`config.mk`:
```
export PLATFORM = sky130hd
export DESIGN_NAME = push_feedback_led_flat
export DESIGN_NICKNAME = d
export VERILOG_FILES = /design/src/rtl/push_feedback_led_if.sv /design/src/rtl/push_feedback_led.sv /design/src/flat_wrapper.sv
export SDC_FILE = /design/constraint.sdc
export NUM_CORES = 1
export LEC_CHECK = 0
export ABC_AREA = 1
export BUFFER_PORTS_ARGS = -buffer_cell sky130_fd_sc_hd__clkbuf_2
export CAP_MARGIN = 15
export CELL_PAD_IN_SITES_DETAIL_PLACEMENT = 2
export CELL_PAD_IN_SITES_GLOBAL_PLACEMENT = 2
export CORE_ASPECT_RATIO = 1.5
export CORE_UTILIZATION = 37
export CTS_CLUSTER_DIAMETER = 80
export DETAILED_ROUTE_END_ITERATION = 8
export GPL_ROUTABILITY_DRIVEN = 0
export HOLD_SLACK_MARGIN = 0.08
export PLACE_DENSITY_LB_ADDON = 0.1
export SYNTH_ARGS = -nofsm -noshare
export SYNTH_HDL_FRONTEND = slang
export SYNTH_SLANG_ARGS = --single-unit
```
`constraint.sdc`:
```
create_clock -name i_Clk -period 10.3 [get_ports i_Clk]
set_clock_uncertainty 0.2 [all_clocks]
set_input_delay 0.515 -clock i_Clk [delete_from_list [all_inputs] [get_ports i_Clk]]
set_output_delay 0.515 -clock i_Clk [all_outputs]
set_load 0.05 [all_outputs]
```
`src/rtl/push_feedback_led_if.sv`:
```
// rtl/push_feedback_led_if.sv - button pulse / LED feedback bundle for push_feedback_led
interface push_feedback_led_if #(
    parameter int NUM_LANES = 4
);
    logic [NUM_LANES-1:0] i_fPush;
    logic                 i_ClrCnt;
    logic [NUM_LANES-1:0] o_Led;
    logic [NUM_LANES-1:0] o_Busy;
    logic [7:0]           o_HitCnt;

    modport master (
        output i_fPush,
        output i_ClrCnt,
        input  o_Led,
        input  o_Busy,
        input  o_HitCnt
    );

    modport slave (
        input  i_fPush,
        input  i_ClrCnt,
        output o_Led,
        output o_Busy,
        output o_HitCnt
    );
endinterface

```
`src/rtl/push_feedback_led.sv`:
```
// rtl/push_feedback_led.sv - per-lane fixed-length LED flash with dark gap and saturating hit count
// Optional feature: `PUSH_FEEDBACK_RETRIGGER_EN restarts the on-time when a pulse lands during a flash.
module push_feedback_led #(
    parameter int NUM_LANES = 4,
    parameter int HOLD_MAX  = 5_000_000,
    parameter int GAP_MAX   = 500_000
) (
    input  logic                i_Clk,
    input  logic                i_Rst,
    push_feedback_led_if.slave  btn_bus
);

    localparam int CNT_MAX = (HOLD_MAX > GAP_MAX) ? HOLD_MAX : GAP_MAX;
    localparam int CNT_W   = (CNT_MAX > 1) ? $clog2(CNT_MAX) : 1;

    localparam logic [CNT_W-1:0] HOLD_LAST = CNT_W'(HOLD_MAX - 1);
    localparam logic [CNT_W-1:0] GAP_LAST  = CNT_W'(GAP_MAX - 1);
    localparam logic [CNT_W-1:0] CNT_ONE   = CNT_W'(1);

    localparam logic [1:0] S_IDLE = 2'd0;
    localparam logic [1:0] S_ON   = 2'd1;
    localparam logic [1:0] S_GAP  = 2'd2;

    logic [NUM_LANES-1:0] lane_hit;
    logic [NUM_LANES-1:0] led_vec;
    logic [NUM_LANES-1:0] busy_vec;

    for (genvar g = 0; g < NUM_LANES; g++) begin : g_lane
        logic [1:0]       state_q, state_d;
        logic [CNT_W-1:0] cnt_q, cnt_d;
        logic             pend_q, pend_d;
        logic             hit;
        logic             push;
        logic             led_q, busy_q;

        assign push = btn_bus.i_fPush[g];

        always_comb begin
            state_d = state_q;
            cnt_d   = cnt_q;
            pend_d  = pend_q;
            hit     = 1'b0;
            case (state_q)
                S_IDLE: begin
                    if (push) begin
                        state_d = S_ON;
                        cnt_d   = '0;
                        hit     = 1'b1;
                    end
                end
                S_ON: begin
`ifdef PUSH_FEEDBACK_RETRIGGER_EN
                    if (push) begin
                        cnt_d = '0;
                        hit   = 1'b1;
                    end else
`endif
                    if (cnt_q == HOLD_LAST) begin
                        state_d = S_GAP;
                        cnt_d   = '0;
                    end else begin
                        cnt_d = cnt_q + CNT_ONE;
                    end
                end
                S_GAP: begin
                    // A pulse on the final gap cycle starts the next flash directly.
                    if (cnt_q == GAP_LAST) begin
                        cnt_d  = '0;
                        pend_d = 1'b0;
                        if (pend_q || push) begin
                            state_d = S_ON;
                            hit     = 1'b1;
                        end else begin
                            state_d = S_IDLE;
                        end
                    end else begin
                        cnt_d = cnt_q + CNT_ONE;
                        if (push) begin
                            pend_d = 1'b1;
                        end
                    end
                end
                default: begin
                    state_d = S_IDLE;
                    cnt_d   = '0;
                    pend_d  = 1'b0;
                end
            endcase
        end

        always_ff @(posedge i_Clk) begin
            if (i_Rst) begin
                state_q <= S_IDLE;
                cnt_q   <= '0;
                pend_q  <= 1'b0;
                led_q   <= 1'b0;
                busy_q  <= 1'b0;
            end else begin
                state_q <= state_d;
                cnt_q   <= cnt_d;
                pend_q  <= pend_d;
                led_q   <= (state_d == S_ON);
                busy_q  <= (state_d != S_IDLE);
            end
        end

        assign lane_hit[g] = hit;
        assign led_vec[g]  = led_q;
        assign busy_vec[g] = busy_q;
    end

    logic [15:0] hit_sum;
    logic [15:0] cnt_sum;
    logic [7:0]  hit_cnt_q, hit_cnt_d;

    always_comb begin
        hit_sum = '0;
        for (int i = 0; i < NUM_LANES; i++) begin
            hit_sum = hit_sum + 16'(lane_hit[i]);
        end
        cnt_sum   = 16'(hit_cnt_q) + hit_sum;
        hit_cnt_d = (cnt_sum > 16'd255) ? 8'hFF : cnt_sum[7:0];
    end

    always_ff @(posedge i_Clk) begin
        if (i_Rst || btn_bus.i_ClrCnt) begin
            hit_cnt_q <= '0;
        end else begin
            hit_cnt_q <= hit_cnt_d;
        end
    end

    assign btn_bus.o_Led    = led_vec;
    assign btn_bus.o_Busy   = busy_vec;
    assign btn_bus.o_HitCnt = hit_cnt_q;

endmodule

```
`src/flat_wrapper.sv`:
```
// flat-port wrapper written by rule: the top's interface ports become plain ports
module push_feedback_led_flat 
#(
    parameter int NUM_LANES = 4,
    parameter int HOLD_MAX  = 5_000_000,
    parameter int GAP_MAX   = 500_000
)
  (i_Clk, i_Rst, btn_bus_i_fPush, btn_bus_i_ClrCnt, btn_bus_o_Led, btn_bus_o_Busy, btn_bus_o_HitCnt);
  push_feedback_led_if #(.NUM_LANES(NUM_LANES)) btn_bus_i ();
  input  logic i_Clk;
  input  logic i_Rst;
  input wire logic [$bits(btn_bus_i.i_fPush)-1:0] btn_bus_i_fPush;
  input wire logic [$bits(btn_bus_i.i_ClrCnt)-1:0] btn_bus_i_ClrCnt;
  output wire logic [$bits(btn_bus_i.o_Led)-1:0] btn_bus_o_Led;
  output wire logic [$bits(btn_bus_i.o_Busy)-1:0] btn_bus_o_Busy;
  output wire logic [$bits(btn_bus_i.o_HitCnt)-1:0] btn_bus_o_HitCnt;
  assign btn_bus_i.i_fPush = btn_bus_i_fPush;
  assign btn_bus_i.i_ClrCnt = btn_bus_i_ClrCnt;
  assign btn_bus_o_Led = btn_bus_i.o_Led;
  assign btn_bus_o_Busy = btn_bus_i.o_Busy;
  assign btn_bus_o_HitCnt = btn_bus_i.o_HitCnt;
  push_feedback_led #(.NUM_LANES(NUM_LANES), .HOLD_MAX(HOLD_MAX), .GAP_MAX(GAP_MAX)) u_core (.i_Clk(i_Clk), .i_Rst(i_Rst), .btn_bus(btn_bus_i));
endmodule
```
### After elaboration in Yosys (flattened, before gate mapping)

Cells that the tools add are included.

| word-level totals | value |
|---|---|
| flip-flop bits (word level) | 120 |
| output and inout port bits | 16 |
| logic and storage cells | 148 |

| cells by class | value |
|---|---|
| reduce and logical (&&, ||, !) cells | 21 |
| $lt $le $gt $ge | 1 |
| $add $sub $neg | 8 |
| bitwise gates (word level) | 4 |
| eq/ne operators | 28 |
| muxes and demuxes | 65 |

Operators by type and width:

| kind | number |
|---|---|
| $mux 23 | 12 |
| $pmux 23 s3 | 4 |
| $add 23x1->23 const B | 4 |
| $eq 23x19->1 const B | 4 |
| $eq 23x23->1 const B | 4 |
| $add 16x1->16 | 2 |
| $mux 1 | 24 |
| $mux 2 | 12 |
| $pmux 2 s3 | 4 |
| $add 8x16->16 | 1 |
| $eq 2x1->1 const B | 8 |
| $gt 16x8->1 const B | 1 |
| $pmux 1 s2 | 8 |
| $ne 3x2->1 const B | 4 |
| $eq 2x2->1 const B | 4 |
| $logic_not 2->1 | 4 |
| $mux 8 | 1 |
| $ne 2x2->1 const B | 4 |
| $reduce_and 2->1 | 4 |
| $reduce_bool 2->1 | 4 |
| $reduce_or 2->1 | 4 |
| $logic_or 1x1->1 | 5 |
| $not 1->1 | 4 |
| $add 1x1->2 | 1 |

### Depth between registers and ports, before layout

| depth | value |
|---|---|
| word-level depth | 10 |
| mapped depth | 21 |
| gate-level depth less buffers | 21 |

### Least setup slack after synthesis

Ideal clock, no wire load.

| timing path | value |
|---|---|
| path kind | register to register |
| from | reg u_core.g_lane[1].cnt_q[0] |
| to | reg u_core.hit_cnt_q[6] (netlist: u_core.btn_bus.o_HitCnt[6]) |
| stages on the path, launching flop included | 22 |
| setup slack | 6737 ps |
| period minus slack after synthesis | 3563 ps |
| arrival time | 3307 ps |
| path through | dfxtp_1 -> ha_1 -> nand2_1 -> inv_1 -> nand2_1 -> nor2_1 -> nand4_1 -> inv_1 -> a22oi_1 -> inv_1 -> ha_1 -> fa_1 -> ha_1 -> inv_1 -> fa_1 -> nor2_1 -> o21a_1 -> nand3_1 -> or2_2 -> nand3_1 -> nand2_1 -> inv_1 |

| between the ends | value |
|---|---|
| word-level cells in the longest chain between the ends | 9 |

Ends and longest elaborated chain:

| what | RTL line | RTL |
|---|---|---|
| start, declared | push_feedback_led.sv:30 | `logic [CNT_W-1:0] cnt_q, cnt_d;` |
| start signal, assigned | push_feedback_led.sv:100 | `cnt_q <= cnt_d;` |
| $eq 23x19->1 * | push_feedback_led.sv:67 | `if (cnt_q == GAP_LAST) begin` |
| $mux 1 * | push_feedback_led.sv:67 |  |
| $pmux 1 s2 * | push_feedback_led.sv:43 | `case (state_q)` |
| $add 1x1->2 * | push_feedback_led.sv:119 | `hit_sum = hit_sum + 16'(lane_hit[i]);` |
| $add 16x1->16 * (2 in series) | push_feedback_led.sv:119 |  |
| $add 8x16->16 * | push_feedback_led.sv:121 | `cnt_sum = 16'(hit_cnt_q) + hit_sum;` |
| $gt 16x8->1 | push_feedback_led.sv:122 | `hit_cnt_d = (cnt_sum > 16'd255) ? 8'hFF : cnt_sum[7:0];` |
| $mux 8 * | push_feedback_led.sv:122 |  |
| end signal, assigned | push_feedback_led.sv:129 | `hit_cnt_q <= hit_cnt_d;` |
| end, declared | push_feedback_led.sv:114 | `logic [7:0] hit_cnt_q, hit_cnt_d;` |

Mark *: on every way between the ends. The rest lies on a longest branch, timed or not.
A chain may end at the register's enable or synchronous reset.

### Worst setup path in the final report

Ends and elaborated chain as after synthesis.

==> flow_summary.toml <==
[synth]
yosys.area.top_type_share_pct = 29.65
postSynthAreaPerCell_sq_um = 6.151
synth_nets = 1351
yosysUniqueCellTypes = 32
yosysWarnings = 0
yosysMostFrequentCell = "nand2_1"
synth_top_flop_cell = "dfxtp_1"
synth_cells = 1317
syn_area_sq_um = 8102
synth_edf_count = 0
synth_top_cell_by_area = "dfxtp_1"
synth_common_cells = "352 x nand2_1, 196 x nor2_1, 161 x inv_1, 120 x dfxtp_1, 118 x nand3_1"
synth_seq_area_share_pct = 29.65
ys_ff_latch = 120
synthTopCellsByArea = "dfxtp_1 30%, nand2_1 16%, nor2_1 9.1%"
async_reset_ff_share_pct = 0

[floorplanning]
rows = 65
fp.dieW_um = 122.8
die_h_um = 183.2
ios = 23
fp.dieArea_sq_um = 22500
core_region_area_sq_um = 21230
start_util_pct = 38.17

[layout]
design.final.nets = 1353
area_growth_pct = 10.12
fin_cells = 1600
drive_gt1_share_pct = 7.808
diodes = 0

[sta]
setup_viol = 0
fmax_ghz = 0.2476
finalCritPeriodShare_pct = 39.21
postLayoutSetupSlackWorst_ns = 6.262
fin_hold_ws_ns = 0.1883
finalSetupTns_ns = 0
finalCriticalPeriod_ns = 4.038
hold_violations = 0
maxSlewHeadroom_pct = 47.03
slew_viol_final = 0
rsz0062_at_grt = "false"
worst_pin_slew_ns = 0.7946

[grt]
grt_util_met2_pct = 52.81
antenna_found_initial = 0
grtUsageMet1_pct = 28.18
gr-total-overflow = 0
grt_pass1_wl_um = 47430
grt-busiest-layer = "met2"
grt_use_met3_pct = 4.011
grt_pass1_vias = 9477
track_usage_pct = 26.98
grt_max_degree = 64

[worst_setup_path]
worstPathRequired_ns = 10.48
worstPathCellList = "ha_1 > nand2_1 > inv_1 > nand2_1 > nor2_1 > nand4_1 > inv_1 > a22oi_1 > inv_1 > ha_1 > fa_1 > ha_1 > inv_1 > fa_1 > nor2_1 > o21a_1 > nand3_1 > or2_2 > nand3_1 > nand2_1 > inv_1"
cp.arrival_ns = 4.22
reg2reg_depth = 21
timing.rr.end = "u_core.btn_bus.o_HitCnt[6]$_SDFF_PP0_"
crit_family = "adder cells"
max_stage_delay_ns = 0.52
r2r_setup_slack_ns = 6.26
cp-start-kind = "flip-flop"
cp_max_fo = 5
cp_num_buf_inv = 5
cpMostUsedCell = "inv_1"
worstReg2RegStart = "u_core.g_lane[1].cnt_q[0]$_SDFFE_PP0P_"
crit_path_top_delay_cell = "fa_1"
worstSetupEndpointType = "flip-flop"
cp_num_cells = 21
crit_type = "reg2reg"

[clock_network]
root_buffer = "clkbuf_16"
clockBufferDepth = 2
cts.sinks = 120
clkLatencyLatePin_ns = 0.44
cts_hold_buf = 0
ctsResizeCount = 0
cts_setup_buffers = 0
clk_pin_slew_worst_paths_ns = 0.06
cts_tree = "done"
tritoncts.num_buffers = 17
htree_levels = 4

[power_and_ir_drop]
vdd_drop_max_mv = 0.1197
p_per_area_nw_per_um2 = 134.1
p_leak_uw = 0.003537

[routing]
drc = 0
ant_nets = 0
vias = 8712
totalWireLength_um = 29070
firstDrtPassIters = 4
drt_iter0_drc = 317
viasPerCell = 5.445
routedWlPerCell_um = 18.17

[placement]
dp.cells = 1567
io_buffers = 22
dp_hpwl_um = 20110
post-place-ws_ns = 6.197

[hold_path]
hold_start = "btn_bus_i_ClrCnt"
min_path_cells = 4
worst_hold_path.endpoint = "u_core.btn_bus.o_HitCnt[6]$_SDFF_PP0_"
worstHoldPathType = "in2reg"

[run]
maxCapViolCount = 0

[status]
outcome = "finished clean"
tightest hold or removal path, stage by stage:
cell and delay (ns):
clkbuf_2 0.07, nor2_1 0.08, nand2_1 0.08, inv_1 0.03
layout make-up:
class	count	area (sq um)
Clock buffer	23	467.9
Clock inverter	9	98.84
Inverter	163	611.8
Timing Repair Buffer	32	195.2
Fill cell	2690	12310
Sequential cell	120	2402
Tap cell	268	335.3
Multi-Input combinational cell	985	4810
report_power, final:
group	switching (uW)	leakage, uW	total (uW)	internal [uW]
Sequential	6.36	0.000970	479	472
Combinational	94.7	0.00228	125	29.9
Clock	227	0.000284	593	366
Total	328	0.00354	1200	868
layout by cell type, fill, tap and decap left out, types with 10 or more instances in the layout:
cell type  count
nand2_2       15
xor2_1        21
nand3_1      118
xnor2_1       10
ha_1          25
nor2_1       194
inv_1        161
buf_4         10
a21oi_1      103
clkbuf_2      21
nand2_1      352
o21ai_0       30
nand4_1       60
dfxtp_1      120
clkbuf_16     17
how the worst max path moves through the flow:
stage / start / to / slack, ns
2_1_floorplan: u_core.g_lane[1].cnt_q[0]$_SDFFE_PP0P_ / u_core.btn_bus.o_HitCnt[6]$_SDFF_PP0_ / 6.74
3_3_place_gp: u_core.g_lane[1].cnt_q[0]$_SDFFE_PP0P_ / u_core.btn_bus.o_HitCnt[6]$_SDFF_PP0_ / 6.42
3_5_place_dp: u_core.g_lane[1].cnt_q[0]$_SDFFE_PP0P_ / u_core.btn_bus.o_HitCnt[5]$_SDFF_PP0_ / 6.20
4_1_cts: u_core.g_lane[1].cnt_q[0]$_SDFFE_PP0P_ / u_core.btn_bus.o_HitCnt[3]$_SDFF_PP0_ / 6.19
5_1_grt: u_core.g_lane[1].cnt_q[0]$_SDFFE_PP0P_ / u_core.btn_bus.o_HitCnt[5]$_SDFF_PP0_ / 5.94
6_report: u_core.g_lane[1].cnt_q[0]$_SDFFE_PP0P_ / u_core.btn_bus.o_HitCnt[6]$_SDFF_PP0_ / 6.26
registers in the layout (all words and copies together) (netlist names):
register and cells:
u_core.btn_bus.o_HitCnt 8, u_core.g_lane.busy_q 4, u_core.g_lane.cnt_q 92, u_core.g_lane.led_q 4, u_core.g_lane.pend_q 4, u_core.g_lane.state_q 8
per-stage QoR:
stage	utilization [%]	instance area (sq um)	power, uW
after floorplan	-	8102	580.8
after global routing	42.03	8921	1239
final	42.03	8921	1197
after global placement	39.29	8339	609.4
after detailed placement	39.29	8339	614.6
after CTS	41.96	8906	1214
layer usage:
layer | share of wire [%] | vias up
li1 | - | 4210
met1 | 40 | 4345
met2 | 55 | 99
met3 | 2.0 | 58
met4 | 2.5 | 0
met5 | 0 | -
logic make-up after synthesis:
kind of cell               after synthesis  synth area share, %
AOI/OAI and AO/OA                      144                9.174
DFF                                    120                29.65
buffers and inverters                  212                11.04
xor gates and xnor gates                31                3.351
and+or+nand+nor                        783                42.42
adders and majority gates               27                4.355
No activity file was read; power rests on OpenSTA's default activity.
